## src/rtl/cache_flush_engine_pkg.sv

```systemverilog
// Shared types for the L1 write-back flush engine.
package cache_flush_engine_pkg;

  typedef enum logic [2:0] {
    StIdle,
    StRead,
    StCheck,
    StWrite,
    StClear,
    StDone
  } flush_state_e;

  // Byte-offset bits of one cache line within the external address.
  function automatic int unsigned off_bits(int unsigned data_w);
    return $clog2(data_w / 8);
  endfunction

endpackage

```

## src/rtl/cache_flush_engine.sv

```systemverilog
// Walks every cache line and writes valid+dirty lines to external memory over cs/we/ack,
// then cleans (optionally invalidates) them.
module cache_flush_engine
  import cache_flush_engine_pkg::*;
#(
  parameter int unsigned  DATA_W     = 256,
  parameter int unsigned  NUM_LINES  = 32,
  parameter int unsigned  TAG_W      = 22,
  parameter int unsigned  ADDR_W     = 32,
  parameter bit           INVALIDATE = 1'b0,
  localparam int unsigned IDX_W      = $clog2(NUM_LINES)
) (
  input  logic              i_clk,
  input  logic              i_rst_n,
  input  logic              i_flush_req,
  output logic              o_busy,
  output logic              o_done,
  output logic [IDX_W:0]    o_wb_count,
  output logic [IDX_W-1:0]  o_line_idx,
  output logic              o_line_re,
  input  logic [TAG_W-1:0]  i_line_tag,
  input  logic [DATA_W-1:0] i_line_data,
  input  logic              i_line_valid,
  input  logic              i_line_dirty,
  output logic              o_line_clr,
  output logic              o_line_inv,
  output logic [ADDR_W-1:0] o_mem_addr,
  output logic [DATA_W-1:0] o_mem_data,
  output logic              o_mem_cs,
  output logic              o_mem_we,
  input  logic              i_mem_ack
);

  localparam int unsigned OFF_W = off_bits(DATA_W);

  flush_state_e      r_state, w_state_nxt;
  logic [IDX_W-1:0]  r_idx;
  logic [IDX_W:0]    r_wb_count;
  logic [ADDR_W-1:0] r_addr;
  logic [DATA_W-1:0] r_data;
  logic [ADDR_W-1:0] w_addr;
  logic              w_last;
  logic              w_wb_needed;

  assign w_last      = (r_idx == IDX_W'(NUM_LINES - 1));
  assign w_wb_needed = i_line_valid & i_line_dirty;

  // Address bits above tag/index/offset stay zero.
  always_comb begin
    w_addr = '0;
    w_addr[OFF_W +: IDX_W]         = r_idx;
    w_addr[OFF_W + IDX_W +: TAG_W] = i_line_tag;
  end

  always_comb begin
    w_state_nxt = r_state;
    case (r_state)
      StIdle:  if (i_flush_req) w_state_nxt = StRead;
      StRead:  w_state_nxt = StCheck;
      StCheck: begin
        if (w_wb_needed)  w_state_nxt = StWrite;
        else if (w_last)  w_state_nxt = StDone;
        else              w_state_nxt = StRead;
      end
      StWrite: if (i_mem_ack) w_state_nxt = StClear;
      StClear: w_state_nxt = w_last ? StDone : StRead;
      StDone:  w_state_nxt = StIdle;
      default: w_state_nxt = StIdle;
    endcase
  end

  always_ff @(posedge i_clk or negedge i_rst_n) begin
    if (!i_rst_n) r_state <= StIdle;
    else          r_state <= w_state_nxt;
  end

  always_ff @(posedge i_clk or negedge i_rst_n) begin
    if (!i_rst_n) begin
      r_idx      <= '0;
      r_wb_count <= '0;
      r_addr     <= '0;
      r_data     <= '0;
    end else begin
      case (r_state)
        StIdle: begin
          if (i_flush_req) begin
            r_idx      <= '0;
            r_wb_count <= '0;
          end
        end
        StCheck: begin
          if (w_wb_needed) begin
            r_addr <= w_addr;
            r_data <= i_line_data;
          end else if (!w_last) begin
            r_idx <= r_idx + 1'b1;
          end
        end
        StClear: begin
          r_wb_count <= r_wb_count + 1'b1;
          if (!w_last) r_idx <= r_idx + 1'b1;
        end
        default: ;
      endcase
    end
  end

  assign o_busy     = (r_state == StRead) || (r_state == StCheck) ||
                      (r_state == StWrite) || (r_state == StClear);
  assign o_done     = (r_state == StDone);
  assign o_line_re  = (r_state == StRead);
  assign o_line_clr = (r_state == StClear);
  assign o_line_inv = (r_state == StClear) && INVALIDATE;
  assign o_mem_cs   = (r_state == StWrite);
  assign o_mem_we   = (r_state == StWrite);
  assign o_line_idx = r_idx;
  assign o_wb_count = r_wb_count;
  assign o_mem_addr = r_addr;
  assign o_mem_data = r_data;

endmodule

```

## config.mk

```make
export PLATFORM = sky130hd
export DESIGN_NAME = cache_flush_engine
export DESIGN_NICKNAME = d
export VERILOG_FILES = /design/src/rtl/cache_flush_engine_pkg.sv /design/src/rtl/cache_flush_engine.sv
export SDC_FILE = /design/constraint.sdc
export NUM_CORES = 1
export LEC_CHECK = 0
export CORE_AREA = 4 4 225 227
export CTS_CLUSTER_DIAMETER = 120
export DETAILED_ROUTE_END_ITERATION = 6
export DIE_AREA = 0 0 229 231
export PLACE_DENSITY = 0.55
export RECOVER_POWER = 100
export SLEW_MARGIN = 20
export SYNTH_ARGS = -nofsm -noshare
export SYNTH_HDL_FRONTEND = slang
export SYNTH_SLANG_ARGS = --single-unit
```

## constraint.sdc

```tcl
create_clock -name i_clk -period 2 [get_ports i_clk]
set_clock_uncertainty 0.2 [all_clocks]
set_input_delay 0.5 -clock i_clk [delete_from_list [all_inputs] [get_ports i_clk]]
set_output_delay 0.5 -clock i_clk [all_outputs]
set_load 0.02 [all_outputs]
```

==> results of run 1 <==
synth_stat cells, types with 2 or more instances:
library cell,number
dfrtp_1,297
nand2b_1,3
mux2_2,265
nand4_1,3
nand3_1,3
nand2_1,2
ha_1,3
nor2b_1,4
and3_1,2
a211o_1,3
a22o_1,5
mux2_1,20
a2bb2oi_1,2
nor2_1,4
buf_2,4
nor3_1,2
a21oi_1,2
buf_6,20
buf_4,16
o21ai_0,5
power groups by stage:
stage	registers (uW)	clock network (uW)	logic (uW)
3_5_place_dp	10500	0	15500
5_1_grt	10900	7030	17400
3_3_place_gp	10400	0	15300
6_report	10500	6520	16600
2_1_floorplan	13900	0	3620
4_1_cts	10400	6770	15200
layout by cell type (no fill, tap or decap), drive strengths merged, types with 4 or more instances in the layout:
master,n
mux2,285
nor2b,4
o21ai,5
nor2,4
dlygate4sd2,154
clkinv,6
clkdlybuf4s15,115
a22o,5
conb,6
buf,116
dfrtp,297
clkbuf,84
clkdlybuf4s50,282
stage by stage:
| stage | hold WS, ns | std cells | total power (uW) |
|---|---|---|---|
| 6_report | 0.286 | 2032 | 33600 |
| 5_1_grt | 0.308 | 2030 | 35300 |
| 4_1_cts | 0.226 | 2014 | 32300 |
| 3_5_place_dp | 0.233 | 1906 | 25900 |
| 3_3_place_gp | 0.234 | 1906 | 25700 |
| 2_1_floorplan | 0.00441 | 687 | 17500 |
layer usage:
metal / up-vias / share of wire (%) / wire length (microns)
li1: 3835 / - / -
met3: 71 / 10 / 4520
met2: 414 / 49 / 22000
met1: 4386 / 38 / 17100
met4: 2 / 3.0 / 1330
met5: - / 0.029 / 13
sequential cells by signal, indices dropped and copies added, names as in the netlist:
register	cells
o_line_idx	5
o_mem_addr	27
o_mem_data	256
o_wb_count	6
r_state	3
cell type report:
cell class                      instances  area (sq um)  share of cell area, %
Sequential cell                       297          7440                   34.4
Timing Repair Buffer                  699          7390                   34.2
Clock inverter                         10           111                  0.516
Antenna cell                            2          5.00                 0.0232
Multi-Input combinational cell        348          4800                   22.2
Clock buffer                           53          1070                   4.94
Tap cell                              622           778                   3.60
Inverter                                1          3.75                 0.0174
worst paths after layout:
| check | to | slack (ns) |
|---|---|---|
| setup / recovery | o_mem_data[167]$_DFFE_PN0P_ | -0.27 |
| hold / removal | o_wb_count[5]$_DFFE_PN0P_ | 0.29 |
| setup reg to reg | o_mem_data[167]$_DFFE_PN0P_ | -0.27 |
| hold reg to reg | o_wb_count[5]$_DFFE_PN0P_ | 0.29 |
| max in group asynchronous | o_mem_data[66]$_DFFE_PN0P_ | 0 |
| min in group asynchronous | r_state[2]$_DFFE_PN0P_ | 0.57 |
cells by family (layout without fill, tap and decap cells):
group	Yosys count	in the layout	share of synthesized area [%]
DFF	297	297	65.0
muxes	286	286	28.2
buffers and inverters	42	763	3.26
and+or+nand+nor	32	32	1.77
AOI/OAI and AO/OA	19	19	1.21
adders and majority gates	3	3	0.328
xor gates and xnor gates	2	2	0.219
other	1	8	0.0328
worst max-delay path: cells and delay by family, from the launching register on:
kind                   cells  cell delay (ns)
buffers and inverters      8             1.05
DFF                        1             0.44
muxes                      1             0.30
and+or+nand+nor            1             0.14
timing repair:
action	in CTS	in global routing
hold buffers	1	0
resized for setup	608	330
pin swaps	5	5
buffers inserted	27	18
cloned	17	12
endpoints found under the hold margin	63	0
setup endpoints to repair	575	356
==> impl_metrics.toml, run 1 <==
[run_status]
status = "finished with violations"
violations = "negative setup slack"

[global_routing]
gr-usage-all-layers_pct = 15.7
antenna_found_initial = 4
use_met3_pct = 7.27
grt_util_met2_pct = 27.0
grt_overflow = 0
grt_pass1_wl_microns = 63200
grt_start_max_net_pins = 56
first_global_vias = 9579
grt_busiest_layer = "met2"
use_met1_pct = 17.4

[placed_design]
gp_congestion = 0.762
dp_hpwl_microns = 30800
placed_cell_area_sq_mm = 0.0183
post-place-ws_ns = -0.463
port_buffers = 583

[cells_and_area]
fill_cells = 4420
drive_gt1_share_pct = 38.4
final_core_util_pct = 44.4
syn2layout_area_growth_pct = 88.9
nets = 1670
design_area_sq_mm = 0.0216

[setup_path]
reg2reg_depth = 10
critPathArrivalTime_ns = 2.48
cpPeakStageDelay_ns = 0.44
required_ns = 2.21
critPathLaunchType = "flop"
r2r-start = "r_state[0]$_DFFE_PN0P_"
path_cells = "buf_6 > buf_6 > buf_6 > nor3_4 > buf_12 > buf_12 > buf_16 > buf_12 > buf_16 > mux2_4"
cp_max_fo = 7
crit_path_start = "r_state[0]$_DFFE_PN0P_"
crit_slowest_cell = "dfrtp_2"
critPathKind = "flop to flop"
endpoint_kind = "flop"

[pwr]
power_frac_comb_pct = 49.4
powerDensity_mw_per_mm2 = 1560
vdd_drop_max_mv = 0.935
clkPwrFrac_pct = 19.4
p_sw_share_pct = 35.6
p_switching_uw = 12000
leakage_uw = 0.00987
internal_power_uw = 21600
pwr-share-seq_pct = 31.2

[detailed_routing]
drc_errors = 0
vias = 8708
drtIter0Drc = 314
via_per_inst = 4.29
routed_wl_microns = 45000
postRouteAntennaNets = 0
wire_per_inst_microns = 22.2
drt_pass1_iterations = 4

[job]
cap_violations = 0

[timing]
hold_violations = 0
final.period_utilization_pct = 113
finalSetupViolations = 290
tns_ns = -49.81
final-max-slew-violation-count = 0
setup_ws_ns = -0.265
post-route-min-period_ns = 2.27
max_freq_ghz = 0.441
max_slew.worst_pin.slew_ns = 1.24
relSlewSlack_pct = 17.3
rsz0062_at_grt = "yes"

[clocking]
clk_pin_slew_ns = 0.06
cts_inserted_buffers = 36
cts.sinks = 297
cts-root-buf = "clkbuf_16"
tritoncts = "yes"
clkLatencyLatePin_ns = 0.53
clockBufferDepth = 3
cts.htree.levels = 2

[floorplanning]
die_h_microns = 231
rows = 81
pin_count = 590
core_area_sq_mm = 0.0486
die_w_microns = 229
start_util_pct = 23.5
dieArea_sq_mm = 0.0529

[yosys]
ys_seq_elements = 297
yosysTopAreaCell = "dfrtp_1"
syn_inst = 682
ys.warnings.count = 0
yosys-top-cells-area = "dfrtp_1 (65%), mux2_2 (26%), buf_6 (2.0%)"
ys_seq_area_share_pct = 65.0
syn_area_sq_mm = 0.0114
synth.distinct_cells = 37
synth_ff_type = "dfrtp_1"
ys_async_sr_fraction_pct = 100
synth_edf_count = 0
synth_top_cell_area_share_pct = 65.0
synth.avg_cell_area_sq_um = 16.8

[min_path]
hold_depth = 1
hold_path_class = "flop to flop"
hp-start = "o_wb_count[5]$_DFFE_PN0P_"
Power figures use the tool's default switching activity.
==> run 2, diff against run 1 <==
--- a/config.mk
+++ b/config.mk
@@ -5,11 +5,13 @@
 export SDC_FILE = /design/constraint.sdc
 export NUM_CORES = 1
 export LEC_CHECK = 0
-export CORE_AREA = 4 4 225 227
+export CELL_PAD_IN_SITES_DETAIL_PLACEMENT = 1
+export CELL_PAD_IN_SITES_GLOBAL_PLACEMENT = 2
+export CORE_MARGIN = 4
+export CORE_UTILIZATION = 23
 export CTS_CLUSTER_DIAMETER = 120
 export DETAILED_ROUTE_END_ITERATION = 6
-export DIE_AREA = 0 0 229 231
-export PLACE_DENSITY = 0.55
+export PLACE_DENSITY = 0.77
 export RECOVER_POWER = 100
 export SLEW_MARGIN = 20
 export SYNTH_ARGS = -nofsm -noshare
==> impl_metrics.toml, run 2 (synthesized netlist as in run 1, its figures left out) <==
[global_routing]
grt_pass1_wl_microns = 63900
grt_start_max_net_pins = 71
grt_overflow = 0
first_global_vias = 9828
gr-usage-all-layers_pct = 15.8
antenna_found_initial = 6

[setup_path]
cp_max_fo = 6
critPathKind = "flop to primary output"
critPathArrivalTime_ns = 1.53
r2r-start = "r_state[0]$_DFFE_PN0P_"
critPathLaunchType = "flop"
r2r_slack_ns = -0.18
required_ns = 1.30
worstReg2RegEnd = "o_mem_data[183]$_DFFE_PN0P_"
endpoint_kind = "primary output"
reg2reg_depth = 8

[run_status]
status = "finished with violations"
violations = "negative setup slack"

[min_path]
hp-start = "o_mem_addr[10]$_DFFE_PN0P_"
hold_path_class = "flop to flop"
whs_endpoint = "o_mem_addr[10]$_DFFE_PN0P_"
hold_depth = 1

[detailed_routing]
postRouteAntennaNets = 0
vias = 8818
routed_wl_microns = 48200
drc_errors = 0
drtIter0Drc = 307
drt_pass1_iterations = 4
wire_per_inst_microns = 23.2
via_per_inst = 4.24

[timing]
final-max-slew-violation-count = 0
finalSetupViolations = 407
relSlewSlack_pct = 50.7
max_freq_ghz = 0.448
setup_ws_ns = -0.234
tns_ns = -35.32
hold_violations = 0
rsz0062_at_grt = "yes"
final.period_utilization_pct = 112
max_slew.worst_pin.slew_ns = 0.739
post-route-min-period_ns = 2.23
fin_hold_ws_ns = 0.303

[floorplanning]
die_h_microns = 231
die_w_microns = 231
rows = 81
pin_count = 590
dieArea_sq_mm = 0.0533
start_util_pct = 23.3
core_area_sq_mm = 0.0491

[clocking]
cts.sinks = 297
tritoncts = "yes"
cts-root-buf = "clkbuf_16"
cts.htree.levels = 2
cts_inserted_buffers = 35
clk_pin_slew_ns = 0.06
clkLatencyLatePin_ns = 0.53
clockBufferDepth = 3

[cells_and_area]
final-seq-area_sq_mm = 0.00744
layout_commonest_cell = "dfrtp_1"
layout_common_cells = "dfrtp_1 (290), mux2_4 (282), clkdlybuf4s50_1 (282)"
nets = 1678
syn2layout_area_growth_pct = 89.3
multi_input_area_sq_mm = 0.00479
largest_reg_flops = 256
fill_cells = 5053
drive_gt1_share_pct = 38.3

[pwr]
leakage_uw = 0.00992
p_sw_share_pct = 36.3
power_frac_comb_pct = 49.3
pwr-share-seq_pct = 31.8
vdd_drop_max_mv = 0.799
clkPwrFrac_pct = 18.9
p_switching_uw = 12200
powerDensity_mw_per_mm2 = 1550
internal_power_uw = 21400

[placed_design]
gp_congestion = 0.789
dp_hpwl_microns = 33100
post-place-ws_ns = -0.462
port_buffers = 583

[job]
cap_violations = 0
-- run 2: final cells by class --
type	instances	area share [%]
clock inverter	4	0.208
sequential	297	34.4
tap	664	3.84
inverter	1	0.0173
antenna	2	0.0231
multi-input combinational	348	22.1
clock buffer	56	4.98
timing repair buffer	708	34.5
-- run 2: critical path, cell delays in order (launching register included) --
cell	delay, ns
dfrtp_2	0.46
buf_4	0.16
nor3b_2	0.20
buf_4	0.19
-- run 2: layer usage --
metal  track usage, %  part of all wire, %
met5                0                0.060
met4             4.30                  2.4
met3             8.02                   10
met2             28.7                   52
met1             16.0                   36
-- run 2: per-stage QoR --
| step | util (%) | instances | area, sq um | power [uW] |
|---|---|---|---|---|
| after CTS | 40.6 | 2041 | 19900 | 31200 |
| after detailed placement | 37.6 | 1957 | 18500 | 26100 |
| final | 44.1 | 2080 | 21600 | 33500 |
| after global routing | 44.1 | 2080 | 21600 | 35100 |
| after global placement | 37.6 | 1957 | 18500 | 25800 |
| after floorplan | - | 687 | 11500 | 17500 |
-- run 2: worst max path at each step --
| stage | start | endpoint | slack, ns | cells after the start |
|---|---|---|---|---|
| global placement | i_line_valid | o_mem_data[108]$_DFFE_PN0P_ | -0.43 | 6 |
| CTS | r_state[1]$_DFFE_PN0P_ | o_line_clr | -0.28 | 3 |
| floorplan | o_line_idx[0]$_DFFE_PN0P_ | o_line_idx[3]$_DFFE_PN0P_ | 0.006 | 6 |
| global route | r_state[2]$_DFFE_PN0P_ | o_line_re | -0.32 | 3 |
| finish | r_state[2]$_DFFE_PN0P_ | o_line_re | -0.23 | 3 |
| detailed placement | i_line_valid | o_mem_data[247]$_DFFE_PN0P_ | -0.46 | 6 |
-- run 2: power groups by stage --
stage	Combinational (uW)	Sequential [uW]	Clock (uW)
final	16500	10700	6330
after CTS	14200	10500	6540
after global placement	15300	10500	0
after global routing	17300	11100	6810
after detailed placement	15500	10600	0
after floorplan	3620	13900	0
-- run 2: what timing repair did --
item / 4_1_cts / 5_1_grt
hold endpoints to repair: 176 / 0
setup buffers: 12 / 34
gates resized for setup: 462 / 448
pin swaps: 4 / 6
setup endpoints to repair: 576 / 372
hold buffers: 1 / 0
gates cloned: 11 / 15
==> run 3, diff against run 2 <==
--- a/config.mk
+++ b/config.mk
@@ -11,6 +11,7 @@
 export CORE_UTILIZATION = 23
 export CTS_CLUSTER_DIAMETER = 120
 export DETAILED_ROUTE_END_ITERATION = 6
+export GPL_TIMING_DRIVEN = 0
 export PLACE_DENSITY = 0.77
 export RECOVER_POWER = 100
 export SLEW_MARGIN = 20
==> impl_metrics.toml, run 3 (synthesized netlist as in run 1, its figures left out) <==
[run_status]
status = "finished with violations"
violations = "negative setup slack"

[detailed_routing]
vias = 8505
routed_wl_microns = 43900
drc_errors = 0
drt_pass1_iterations = 4
postRouteAntennaNets = 0
wire_per_inst_microns = 21.6
drtIter0Drc = 238
via_per_inst = 4.18

[timing]
max_slew.worst_pin.slew_ns = 0.758
final.period_utilization_pct = 114
setup_ws_ns = -0.275
max_freq_ghz = 0.440
hold_violations = 0
final-max-slew-violation-count = 0
relSlewSlack_pct = 49.5
rsz0062_at_grt = "yes"
finalSetupViolations = 229
post-route-min-period_ns = 2.27

[clocking]
cts_inserted_buffers = 36
clk_pin_slew_ns = 0.05
cts.sinks = 297
clkLatencyLatePin_ns = 0.52
cts.htree.levels = 2
tritoncts = "yes"
cts-root-buf = "clkbuf_16"
clockBufferDepth = 3

[placed_design]
port_buffers = 583
placed_cells = 1937
post-place-ws_ns = -0.887
dp_hpwl_microns = 33100
gp_congestion = 0.770

[cells_and_area]
largest_reg_flops = 256
layout_commonest_cell = "dfrtp_1"
nets = 1632
fin_cells = 2033
drive_gt1_share_pct = 31.9
syn2layout_area_growth_pct = 74.3
layout_common_cells = "dfrtp_1 (292), clkdlybuf4s50_1 (282), dlygate4sd2_1 (215)"

[pwr]
pwr-share-seq_pct = 33.4
leakage_uw = 0.00892
vdd_drop_max_mv = 0.916
p_sw_share_pct = 37.0
power_frac_comb_pct = 46.4
internal_power_uw = 19600
powerDensity_mw_per_mm2 = 1560
p_switching_uw = 11500
clkPwrFrac_pct = 20.2

[floorplanning]
dieArea_sq_mm = 0.0533
core_area_sq_mm = 0.0491
die_w_microns = 231
start_util_pct = 23.3
die_h_microns = 231
rows = 81
pin_count = 590

[setup_path]
cp_max_fo = 4
r2r-start = "r_state[0]$_DFFE_PN0P_"
path_cells = "buf_8 > nor2_4 > xor2_1 > inv_1 > buf_6"
critPathArrivalTime_ns = 1.57
cp_num_buf_inv = 3
critPathLaunchType = "flop"
endpoint_kind = "primary output"
crit_family = "flip-flops"
required_ns = 1.30
r2r_slack_ns = -0.18
crit_path_start = "r_state[0]$_DFFE_PN0P_"
critPathKind = "flop to primary output"
crit_slowest_cell = "dfrtp_2"
cpPeakStageDelay_ns = 0.44

[global_routing]
grt_pass1_wl_microns = 62600
gr-usage-all-layers_pct = 15.5
first_global_vias = 9532
antenna_found_initial = 6
grt_overflow = 0
grt_start_max_net_pins = 94

[job]
cap_violations = 0

[min_path]
hp-start = "o_mem_data[65]$_DFFE_PN0P_"
hold_path_class = "flop to flop"
[run 3: cell types whose count changed in the layout (fill, tap and decap cells not counted), moves of 15 or more]
| cell | change |
|---|---|
| clkbuf_2 | -23 |
| clkdlybuf4s15_1 | -15 |
| dlygate4sd2_1 | +41 |
| mux2_1 | +18 |
| mux2_2 | +205 |
| mux2_4 | -223 |
[run 3: path summary, 6_finish.rpt]
path                                                to  depth (start not counted)
max                                             o_busy                          5
min                         o_mem_data[65]$_DFFE_PN0P_                          1
max reg2reg                o_mem_data[158]$_DFFE_PN0P_                          6
min reg2reg                 o_mem_data[65]$_DFFE_PN0P_                          1
max in group asynchronous    o_wb_count[2]$_DFFE_PN0P_                          4
min in group asynchronous  o_mem_data[140]$_DFFE_PN0P_                          2
[run 3: what timing repair did]
action	CTS	global route
buffers inserted	20	8
cloned	2	5
pin swaps	5	5
endpoints found under the hold margin	49	0
endpoints found under the setup margin	585	422
hold buffers	1	0
resized for setup	459	134
[run 3: area by class of cell]
class                      instances  area (sq um)
clock inverter                     3          46.3
antenna                            1          2.50
clock buffer                      58          1080
inverter                           1          3.75
multi-input combinational        348          3940
fill                            5179         29100
tap                              664           831
buffer                            40           581
sequential                       297          7440
timing repair buffer             621          6000
[run 3: metrics by stage]
step / TNS [ns] / instance area [sq um] / hold WS [ns] / total power (uW) / util (%)
6_report: -17.00 / 19900 / 0.280 / 31100 / 40.6
5_1_grt: -48.76 / 19900 / 0.300 / 32900 / 40.6
4_1_cts: -13.11 / 19500 / 0.267 / 31000 / 39.8
3_5_place_dp: -228.56 / 18200 / 0.241 / 25900 / 37.1
3_3_place_gp: -4163.79 / 18100 / 0.270 / 25600 / 37.0
2_1_floorplan: 0 / 11500 / 0.00441 / 17500 / -
[run 3: layer usage]
metal  up-vias  track usage [%]  wire length [microns]
li1       3745                -                      -
met1      4278             15.8                  15400
met2       397             28.4                  22600
met3        75             7.35                   4680
met4        10             4.13                   1150
met5         -                0                     57
[run 3: worst reg2reg max path, cell delays in order, from the launching register on]
cell	delay, ns
dfrtp_2	0.44
buf_12	0.14
nor3_4	0.17
clkbuf_1	0.18
clkbuf_2	0.36
buf_6	0.22
mux2_2	0.35
[run 3: power by group through the flow]
stage               Sequential, uW  Clock [uW]  Combinational, uW
global route                 10800        6800              15200
floorplan                    13900           0               3620
finish                       10400        6300              14400
CTS                          10400        6560              14100
global placement             10400           0              15200
detailed placement           10600           0              15400
